===== src/rtl/wm8731_i2c_responder_if.sv =====
// wm8731_i2c_responder_if: I2C pins plus the committed-write strobe of the WM8731 responder
interface wm8731_i2c_responder_if;
  logic       i_scl;
  logic       i_sda;
  logic       o_sda_oe;
  logic       o_wr_valid;
  logic [6:0] o_wr_addr;
  logic [8:0] o_wr_data;
  modport master (output i_scl, i_sda, input o_sda_oe, o_wr_valid, o_wr_addr, o_wr_data);
  modport slave  (input i_scl, i_sda, output o_sda_oe, o_wr_valid, o_wr_addr, o_wr_data);
endinterface


===== src/rtl/wm8731_i2c_responder.sv =====
// wm8731_i2c_responder: I2C write-only target modelling the WM8731 control port and its 16x9 register file
module wm8731_i2c_responder #(
  parameter logic [6:0] DEV_ADDR    = 7'h1A,
  parameter int         SYNC_STAGES = 2
) (
  input  logic       i_clk,
  input  logic       i_rst,
  wm8731_i2c_responder_if.slave bus,
  input  logic [3:0] i_rd_addr,
  output logic [8:0] o_rd_data,
  output logic [7:0] o_xfer_cnt,
  output logic       o_busy,
  output logic       o_err
);
  typedef enum logic [2:0] {S_IDLE, S_ADDR, S_ACK_ADDR, S_BYTE1, S_ACK1, S_BYTE2, S_ACK2, S_IGNORE} state_e;
  state_e state_q, state_d;
  logic [SYNC_STAGES:0] scl_q, scl_d, sda_q, sda_d;
  logic [2:0] bit_cnt_q, bit_cnt_d;
  logic       full_q, full_d, extra_q, extra_d, oe_q, oe_d, msb_q, msb_d;
  logic [7:0] shift_q, shift_d, cnt_q, cnt_d;
  logic [6:0] reg_addr_q, reg_addr_d, wr_addr_q, wr_addr_d;
  logic [8:0] wr_data_q, wr_data_d, data9;
  logic       wr_valid_q, wr_valid_d, err_q, err_d;
  logic [8:0] rf_q [16];
  logic [8:0] rf_d [16];
  logic scl_s, scl_h, sda_s, sda_h, start, stop, scl_rise, scl_fall, in_byte;
  // top bit of each chain is the history flop used for edge detection
  assign scl_s    = scl_q[SYNC_STAGES-1];
  assign scl_h    = scl_q[SYNC_STAGES];
  assign sda_s    = sda_q[SYNC_STAGES-1];
  assign sda_h    = sda_q[SYNC_STAGES];
  assign start    = scl_s & scl_h & sda_h & ~sda_s;
  assign stop     = scl_s & scl_h & ~sda_h & sda_s;
  assign scl_rise = scl_s & ~scl_h;
  assign scl_fall = ~scl_s & scl_h;
  assign in_byte  = state_q inside {S_ADDR, S_BYTE1, S_BYTE2, S_IGNORE};
  assign data9    = {msb_q, shift_q};
  always_comb begin
    scl_d      = {scl_q[SYNC_STAGES-1:0], bus.i_scl};
    sda_d      = {sda_q[SYNC_STAGES-1:0], bus.i_sda};
    state_d    = state_q;
    bit_cnt_d  = bit_cnt_q;
    full_d     = full_q;
    extra_d    = extra_q;
    oe_d       = oe_q;
    msb_d      = msb_q;
    shift_d    = shift_q;
    cnt_d      = cnt_q;
    reg_addr_d = reg_addr_q;
    wr_addr_d  = wr_addr_q;
    wr_data_d  = wr_data_q;
    wr_valid_d = 1'b0;
    err_d      = 1'b0;
    rf_d       = rf_q;
    if (start) begin
      state_d   = S_ADDR;
      bit_cnt_d = '0;
      full_d    = 1'b0;
      oe_d      = 1'b0;
      extra_d   = 1'b0;
      err_d     = state_q inside {S_BYTE1, S_ACK1, S_BYTE2};
    end else if (stop) begin
      state_d = S_IDLE;
      oe_d    = 1'b0;
      extra_d = 1'b0;
      err_d   = state_q inside {S_ACK_ADDR, S_BYTE1, S_ACK1, S_BYTE2};
    end else if (scl_rise && in_byte) begin
      shift_d   = {shift_q[6:0], sda_s};
      bit_cnt_d = bit_cnt_q + 3'd1;
      full_d    = full_q | (bit_cnt_q == 3'd7);
    end else if (scl_fall) begin
      if (full_q) begin
        bit_cnt_d = '0;
        full_d    = 1'b0;
      end
      case (state_q)
        S_ADDR: if (full_q) begin
          oe_d    = shift_q[7:1] == DEV_ADDR && !shift_q[0];
          state_d = oe_d ? S_ACK_ADDR : S_IGNORE;
          err_d   = shift_q[0];
        end
        S_BYTE1: if (full_q) begin
          reg_addr_d = shift_q[7:1];
          msb_d      = shift_q[0];
          oe_d       = 1'b1;
          state_d    = S_ACK1;
        end
        S_BYTE2: if (full_q) begin
          if (reg_addr_q <= 7'h0E) rf_d[reg_addr_q[3:0]] = data9;
          else if (reg_addr_q == 7'h0F) rf_d = '{default: '0};
          wr_valid_d = reg_addr_q <= 7'h0F;
          err_d      = !wr_valid_d;
          wr_addr_d  = wr_valid_d ? reg_addr_q : wr_addr_q;
          wr_data_d  = wr_valid_d ? data9 : wr_data_q;
          cnt_d      = cnt_q + {7'd0, wr_valid_d && cnt_q != 8'hFF};
          oe_d       = 1'b1;
          state_d    = S_ACK2;
        end
        S_IGNORE: if (full_q) begin
          err_d   = extra_q;
          extra_d = 1'b0;
        end
        S_ACK_ADDR: begin
          oe_d    = 1'b0;
          state_d = S_BYTE1;
        end
        S_ACK1: begin
          oe_d    = 1'b0;
          state_d = S_BYTE2;
        end
        S_ACK2: begin
          oe_d    = 1'b0;
          extra_d = 1'b1;
          state_d = S_IGNORE;
        end
        default: ;
      endcase
    end
  end
  always_ff @(posedge i_clk) begin
    if (i_rst) begin
      scl_q      <= '1;
      sda_q      <= '1;
      state_q    <= S_IDLE;
      bit_cnt_q  <= '0;
      full_q     <= 1'b0;
      extra_q    <= 1'b0;
      oe_q       <= 1'b0;
      msb_q      <= 1'b0;
      shift_q    <= '0;
      cnt_q      <= '0;
      reg_addr_q <= '0;
      wr_addr_q  <= '0;
      wr_data_q  <= '0;
      wr_valid_q <= 1'b0;
      err_q      <= 1'b0;
      rf_q       <= '{default: '0};
    end else begin
      scl_q      <= scl_d;
      sda_q      <= sda_d;
      state_q    <= state_d;
      bit_cnt_q  <= bit_cnt_d;
      full_q     <= full_d;
      extra_q    <= extra_d;
      oe_q       <= oe_d;
      msb_q      <= msb_d;
      shift_q    <= shift_d;
      cnt_q      <= cnt_d;
      reg_addr_q <= reg_addr_d;
      wr_addr_q  <= wr_addr_d;
      wr_data_q  <= wr_data_d;
      wr_valid_q <= wr_valid_d;
      err_q      <= err_d;
      rf_q       <= rf_d;
    end
  end
  assign bus.o_sda_oe   = oe_q;
  assign bus.o_wr_valid = wr_valid_q;
  assign bus.o_wr_addr  = wr_addr_q;
  assign bus.o_wr_data  = wr_data_q;
  assign o_rd_data      = rf_q[i_rd_addr];
  assign o_xfer_cnt     = cnt_q;
  assign o_busy         = state_q != S_IDLE && state_q != S_IGNORE;
  assign o_err          = err_q;
endmodule


===== src/flat_wrapper.sv =====
// flat-port wrapper written by rule: the top's interface ports become plain ports
module wm8731_i2c_responder_flat 
#(
  parameter logic [6:0] DEV_ADDR    = 7'h1A,
  parameter int         SYNC_STAGES = 2
)
  (i_clk, i_rst, i_rd_addr, o_rd_data, o_xfer_cnt, o_busy, o_err, bus_i_scl, bus_i_sda, bus_o_sda_oe, bus_o_wr_valid, bus_o_wr_addr, bus_o_wr_data);
  wm8731_i2c_responder_if bus_i ();
  input  logic i_clk;
  input  logic i_rst;
  input  logic [3:0] i_rd_addr;
  output logic [8:0] o_rd_data;
  output logic [7:0] o_xfer_cnt;
  output logic o_busy;
  output logic o_err;
  input wire logic [$bits(bus_i.i_scl)-1:0] bus_i_scl;
  input wire logic [$bits(bus_i.i_sda)-1:0] bus_i_sda;
  output wire logic [$bits(bus_i.o_sda_oe)-1:0] bus_o_sda_oe;
  output wire logic [$bits(bus_i.o_wr_valid)-1:0] bus_o_wr_valid;
  output wire logic [$bits(bus_i.o_wr_addr)-1:0] bus_o_wr_addr;
  output wire logic [$bits(bus_i.o_wr_data)-1:0] bus_o_wr_data;
  assign bus_i.i_scl = bus_i_scl;
  assign bus_i.i_sda = bus_i_sda;
  assign bus_o_sda_oe = bus_i.o_sda_oe;
  assign bus_o_wr_valid = bus_i.o_wr_valid;
  assign bus_o_wr_addr = bus_i.o_wr_addr;
  assign bus_o_wr_data = bus_i.o_wr_data;
  wm8731_i2c_responder #(.DEV_ADDR(DEV_ADDR), .SYNC_STAGES(SYNC_STAGES)) u_core (.i_clk(i_clk), .i_rst(i_rst), .bus(bus_i), .i_rd_addr(i_rd_addr), .o_rd_data(o_rd_data), .o_xfer_cnt(o_xfer_cnt), .o_busy(o_busy), .o_err(o_err));
endmodule

===== config.mk =====
export PLATFORM = sky130hd
export DESIGN_NAME = wm8731_i2c_responder_flat
export DESIGN_NICKNAME = d
export VERILOG_FILES = /design/src/rtl/wm8731_i2c_responder_if.sv /design/src/rtl/wm8731_i2c_responder.sv /design/src/flat_wrapper.sv
export SDC_FILE = /design/constraint.sdc
export NUM_CORES = 1
export LEC_CHECK = 0
export ABC_CLOCK_PERIOD_IN_PS = 5470
export CAP_MARGIN = 30
export CELL_PAD_IN_SITES_DETAIL_PLACEMENT = 1
export CELL_PAD_IN_SITES_GLOBAL_PLACEMENT = 1
export CORE_UTILIZATION = 45
export DETAILED_ROUTE_END_ITERATION = 10
export DONT_BUFFER_PORTS = 1
export GPL_TIMING_DRIVEN = 1
export MAX_ROUTING_LAYER = met4
export PLACE_DENSITY = 0.81
export SYNTH_ARGS = -nofsm -noshare
export SYNTH_HDL_FRONTEND = slang
export SYNTH_SLANG_ARGS = --single-unit

===== constraint.sdc =====
create_clock -name i_clk -period 5.47 [get_ports i_clk]
set_input_delay 1.094 -clock i_clk [delete_from_list [all_inputs] [get_ports i_clk]]
set_output_delay 1.094 -clock i_clk [all_outputs]
set_load 0.02 [all_outputs]

# Word level (Yosys, flattened, before mapping)

Cells that the tools add are included.

Bits of input ports: 8
Memory bits (writable): 0
Memory bits (read-only): 0
Memories: 0
Register bits after elaboration: 201
Word-level logic and storage cells: 150
Latch bits: 0

Muxes and demuxes: 35
Add/subtract/negate cells: 2
Shift operators: 0
Multipliers: 0
Div/mod/pow operators: 0
Reductions and logical operators: 35
Bitwise logic cells: 20
Eq/ne operators: 21
Order comparisons: 5

Operator list:

| operator                                              | count |
|---|---|
| 2-to-1 mux 144 bit                                    | 2 |
| bitwise mux 144 bit                                   | 1 |
| binary-select mux 9 bit (select 4 bit)                | 1 |
| demux 9 bit (select 4 bit)                            | 1 |
| 2-to-1 mux 9 bit                                      | 3 |
| AND reduction 6 bit                                   | 4 |
| 2-to-1 mux 3 bit                                      | 7 |
| one-hot mux 3 bit (6 select lines)                    | 1 |
| 2-to-1 mux 1 bit                                      | 16 |
| equality test 3 bit, second input constant            | 5 |
| <= comparator 7 x 4 -> 1 bit, second input constant   | 2 |
| AND reduction 7 bit                                   | 2 |
| inequality test 4 x 1 -> 1 bit, second input constant | 3 |
| nonzero test 3 bit                                    | 4 |
| >= comparator 5 bit, second input constant            | 2 |
| inequality test 2 x 1 -> 1 bit, second input constant | 5 |
| NOT 1 bit                                             | 10 |
| NOT 4 -> 5 bit                                        | 2 |
| adder 8 x 1 -> 8 bit                                  | 1 |
| inequality test 8 bit, second input constant          | 1 |
| nonzero test 2 bit                                    | 4 |
| nonzero test 4 bit                                    | 2 |
| nonzero test 8 bit                                    | 1 |
| AND 1 bit                                             | 7 |
| 21 further kinds                                      | 31 |

# Longest topological paths before layout

Depth after elaboration: 9
Mapped depth: 9

# Worst setup path after synthesis

No wires, ideal clock.

Path type: input -> output
Start point: in i_rd_addr[0]
End point: out o_rd_data[0]
Arrival: 2.697 ns
Data required time: 4.376 ns
Setup slack: 1.679 ns
Stages on the path: 4
Buffers on the path: 2
Cells stage by stage: buf_2 -> buf_2 -> mux4_2 -> mux4_2

Longest elaborated chain between the ends: 4

RTL lines:

| element                                             | line                        | text |
|---|---|---|
| from (decl)                                         | flat_wrapper.sv:11          | `input logic [3:0] i_rd_addr;` |
| NOT 4 -> 5 bit (not written as such)                | wm8731_i2c_responder.sv:161 | `assign o_rd_data = rf_q[i_rd_addr];` |
| binary-select mux 9 bit (select 4 bit)              | wm8731_i2c_responder.sv:161 |  |
| 2-to-1 mux 9 bit (not written as such) (2 in a row) | wm8731_i2c_responder.sv:161 |  |
| to (decl)                                           | flat_wrapper.sv:12          | `output logic [8:0] o_rd_data;` |

Every way passes these cells. The select of a mux whose other input is x is not followed.

# Worst setup path after layout

Start point: in i_rd_addr[1]
End point: out o_rd_data[5]

Same word-level chain as after synthesis.

==> reports/metrics.cfg <==
[floorplanning]
io_pins=45
fp.dieArea_um2=18870
initial_core_util_pct=45.89
std_cell_rows=49
die_y_um=137.4
dieWidth_um=137.4
coreArea_um2=17960

[detailed_routing]
vias=6095
wl_per_cell_um=25.48
drt_pass1_iterations=5
routed_wl_mm=23.74
drc=0
antenna_left=0
drt-vias-per-instance=6.540
drt_iter0_markers=464

[global_routing]
antenna_found_initial=0
overflow=0
grt_pass1_wl_mm=36.67
grt_pass1_vias=6146
grt_max_degree=72
track_usage_pct=26.39

[pwr]
leakagePower_uw=0.002872
vdd_drop_max_uv=280.5
powerDensity_nw_per_um2=326.7
p_total_uw=2915

[finish]
regArea_um2=4024
fin_area_um2=8922
final_layout_size_suffix_gt1_share_pct=15.08
fin_cells=932
nFillCells=1884
area_delta_synth_final_pct=8.226
multi_input_area_um2=3879
nets=702
diodes=0

[sta]
final-hold-violation-count=0
fin_crit_sh_pct=59.95
finClkSkew_ps=7.166
layout_min_cycle_time_ps=3279
max_freq_mhz=304.9
maxSlewHeadroom_pct=27.90
maxSlewViolCount=0
setup_tns_ps=0
rsz0062_at_grt=no
tightestPinTransition_ps=1081
setup_violations=0
whs_ps=419.3

[place]
dp_hpwl_mm=16.03
gp_congestion=0.9416
port_buffers=0
placed_cells=893
place_area_um2=8242

[run_status]
status=complete, no violations

[logic_synthesis]
synth_edf_count=0
syn-instance-count=722
synth.ff_latch_count=201
ys_async_sr_fraction_pct=0
ys_warn_count=0
syn_area_um2=8244
synthesis.nets=734
synth_cell_type_count=56
ys_seq_area_share_pct=48.81
syn_area_per_cell_um2=11.42
synth_top_flop_cell=dfxtp_1

[run]
max-cap-violations=0

[setup_path]
start_kind=input pin
end_kind=output port
cp_num_buf_inv=0
path_class=in -> out
cpLargestDelayFamily=multiplexers
path_max_fanout=36
path_cells=mux4_2, mux4_2
required_ps=4380
worstPathArrival_ps=2190
r2r_slack_ps=2290
cpPeakStageDelay_ps=570
slowest_stage=mux4_2
cp_common_cell=mux4_2

[clock_tree]
clk_pin_slew_ps=60
cts_hold_buf=0
clock_path_buffers=3
cts.sinks=201
cts-root-buf=clkbuf_16
htree_levels=1
cts_made_buffers=22
cts_resized=0
post_cts_buffers=0
clock_latency_ps=500
cts_tree=built

[worst_hold_path]
hold_class=reg -> reg

## power breakdown
part,internal (uW),switching [uW]
sequential,1470,4.54
clock,807,579
combinational,24.0,33.6
## through the flow
step,worst slack [ps],util (%)
after floorplan,1679,-
after global placement,2229,45.80
after detailed placement,2214,45.88
after CTS,2203,49.59
after global routing,2141,49.67
final,2191,49.67
## cells in the mapped netlist (4+ instances only)
library cell    n  share of area, %
a21oi_1        33               2.0
a22oi_1         5              0.46
a31oi_1         5              0.38
a32o_1         16               1.9
a41oi_2         5              0.99
and2_1         11              0.83
buf_1           9              0.41
buf_2          20               1.2
buf_6           7              0.96
clkbuf_1       23               1.0
dfxtp_1       201                49
ha_1            4              0.61
inv_1           6              0.27
mux2i_1         8              0.97
mux4_2         45                12
nand2_1        72               3.3
nand2b_1        4              0.30
nand3_1         6              0.36
nand4_1         4              0.30
nor2_1         29               1.3
nor2b_1         6              0.46
nor3_1          6              0.36
nor3b_1         5              0.46
nor4_1          4              0.30
o21ai_0         9              0.55
o2bb2ai_1     116                12
or2_2           6              0.46
or3_1           6              0.46
xnor2_1        12               1.3
## cells by family (layout without fill, tap and decap cells)
logic type	count (synthesis)	after routing	share of synthesized area, %
AO/OA/AOI/OAI	207	207	20.69
XOR/XNOR	12	12	1.275
adder cells (fa/ha/maj)	4	4	0.6071
buffers and inverters	68	49	4.143
flip-flops	201	201	48.81
multiplexers	53	53	13.26
AND/OR/NAND/NOR	177	177	11.22
## cell type report
class	count	share of cell area, %
sequential	201	45.10
tap	229	3.211
clock inverter	4	0.2524
timing repair buffer	6	0.5048
inverter	6	0.2524
multi-input combinational	453	43.47
clock buffer	33	7.208
## per-layer routing
metal / track usage (%) / wire length, um / share of wire, % / vias to the layer above
li1: - / - / - / 2679
met5: - / 0 / 0 / -
met4: 9.035 / 760 / 3.2 / 0
met2: 42.93 / 11680 / 49 / 241
met3: 4.820 / 1556 / 6.6 / 66
met1: 32.99 / 9750 / 41 / 3109
## path summary, 6_finish.rpt
| kind | start | endpoint | cells past startpoint |
|---|---|---|---|
| setup reg to reg | u_core.state_q[0] | u_core.rf_q[109] | 5 |
| hold / removal | u_core.sda_q[0] | u_core.sda_q[1] | 1 |
| setup / recovery | i_rd_addr[1] | o_rd_data[5] | 2 |
| hold reg to reg | u_core.sda_q[0] | u_core.sda_q[1] | 1 |
## cell usage in the layout, fill, tap and decap left out, types with 2 or more instances in the layout
cell type and instances:
a41oi_2 5, dfxtp_1 201, and3b_1 2, or3_1 6
nand2b_1 4, a211oi_1 3, or2_2 6, a31oi_1 5
o2bb2ai_1 116, a21oi_2 2, nor2b_1 6, clkbuf_8 3
nor3b_1 5, clkinv_2 3, a31oi_2 2, nand3_1 6
xnor2_1 12, o21ai_0 9, nor4_1 4, clkbuf_1 7
nand2_1 72, nand2_4 3, nand4_1 4, buf_4 6
mux4_2 45, nor4_2 2, o21bai_1 2, ha_1 4
and2_1 11, a32o_1 16, nor3_1 6, a21oi_1 33
clkbuf_16 23, nand3b_1 2, mux2i_1 8, nor2_1 29
inv_1 6, a22o_1 2, a22oi_1 5
## registers in the layout, summed over array words and instances (netlist names), 3 cells and up
name and cells:
u_core.bit_cnt_q 3, u_core.bus.o_wr_addr 7, u_core.bus.o_wr_data 9, u_core.o_xfer_cnt 8
u_core.reg_addr_q 7, u_core.rf_q 144, u_core.scl_q 3, u_core.sda_q 3
u_core.shift_q 8, u_core.state_q 3
Note: power is estimated with default switching activity, not from simulation.
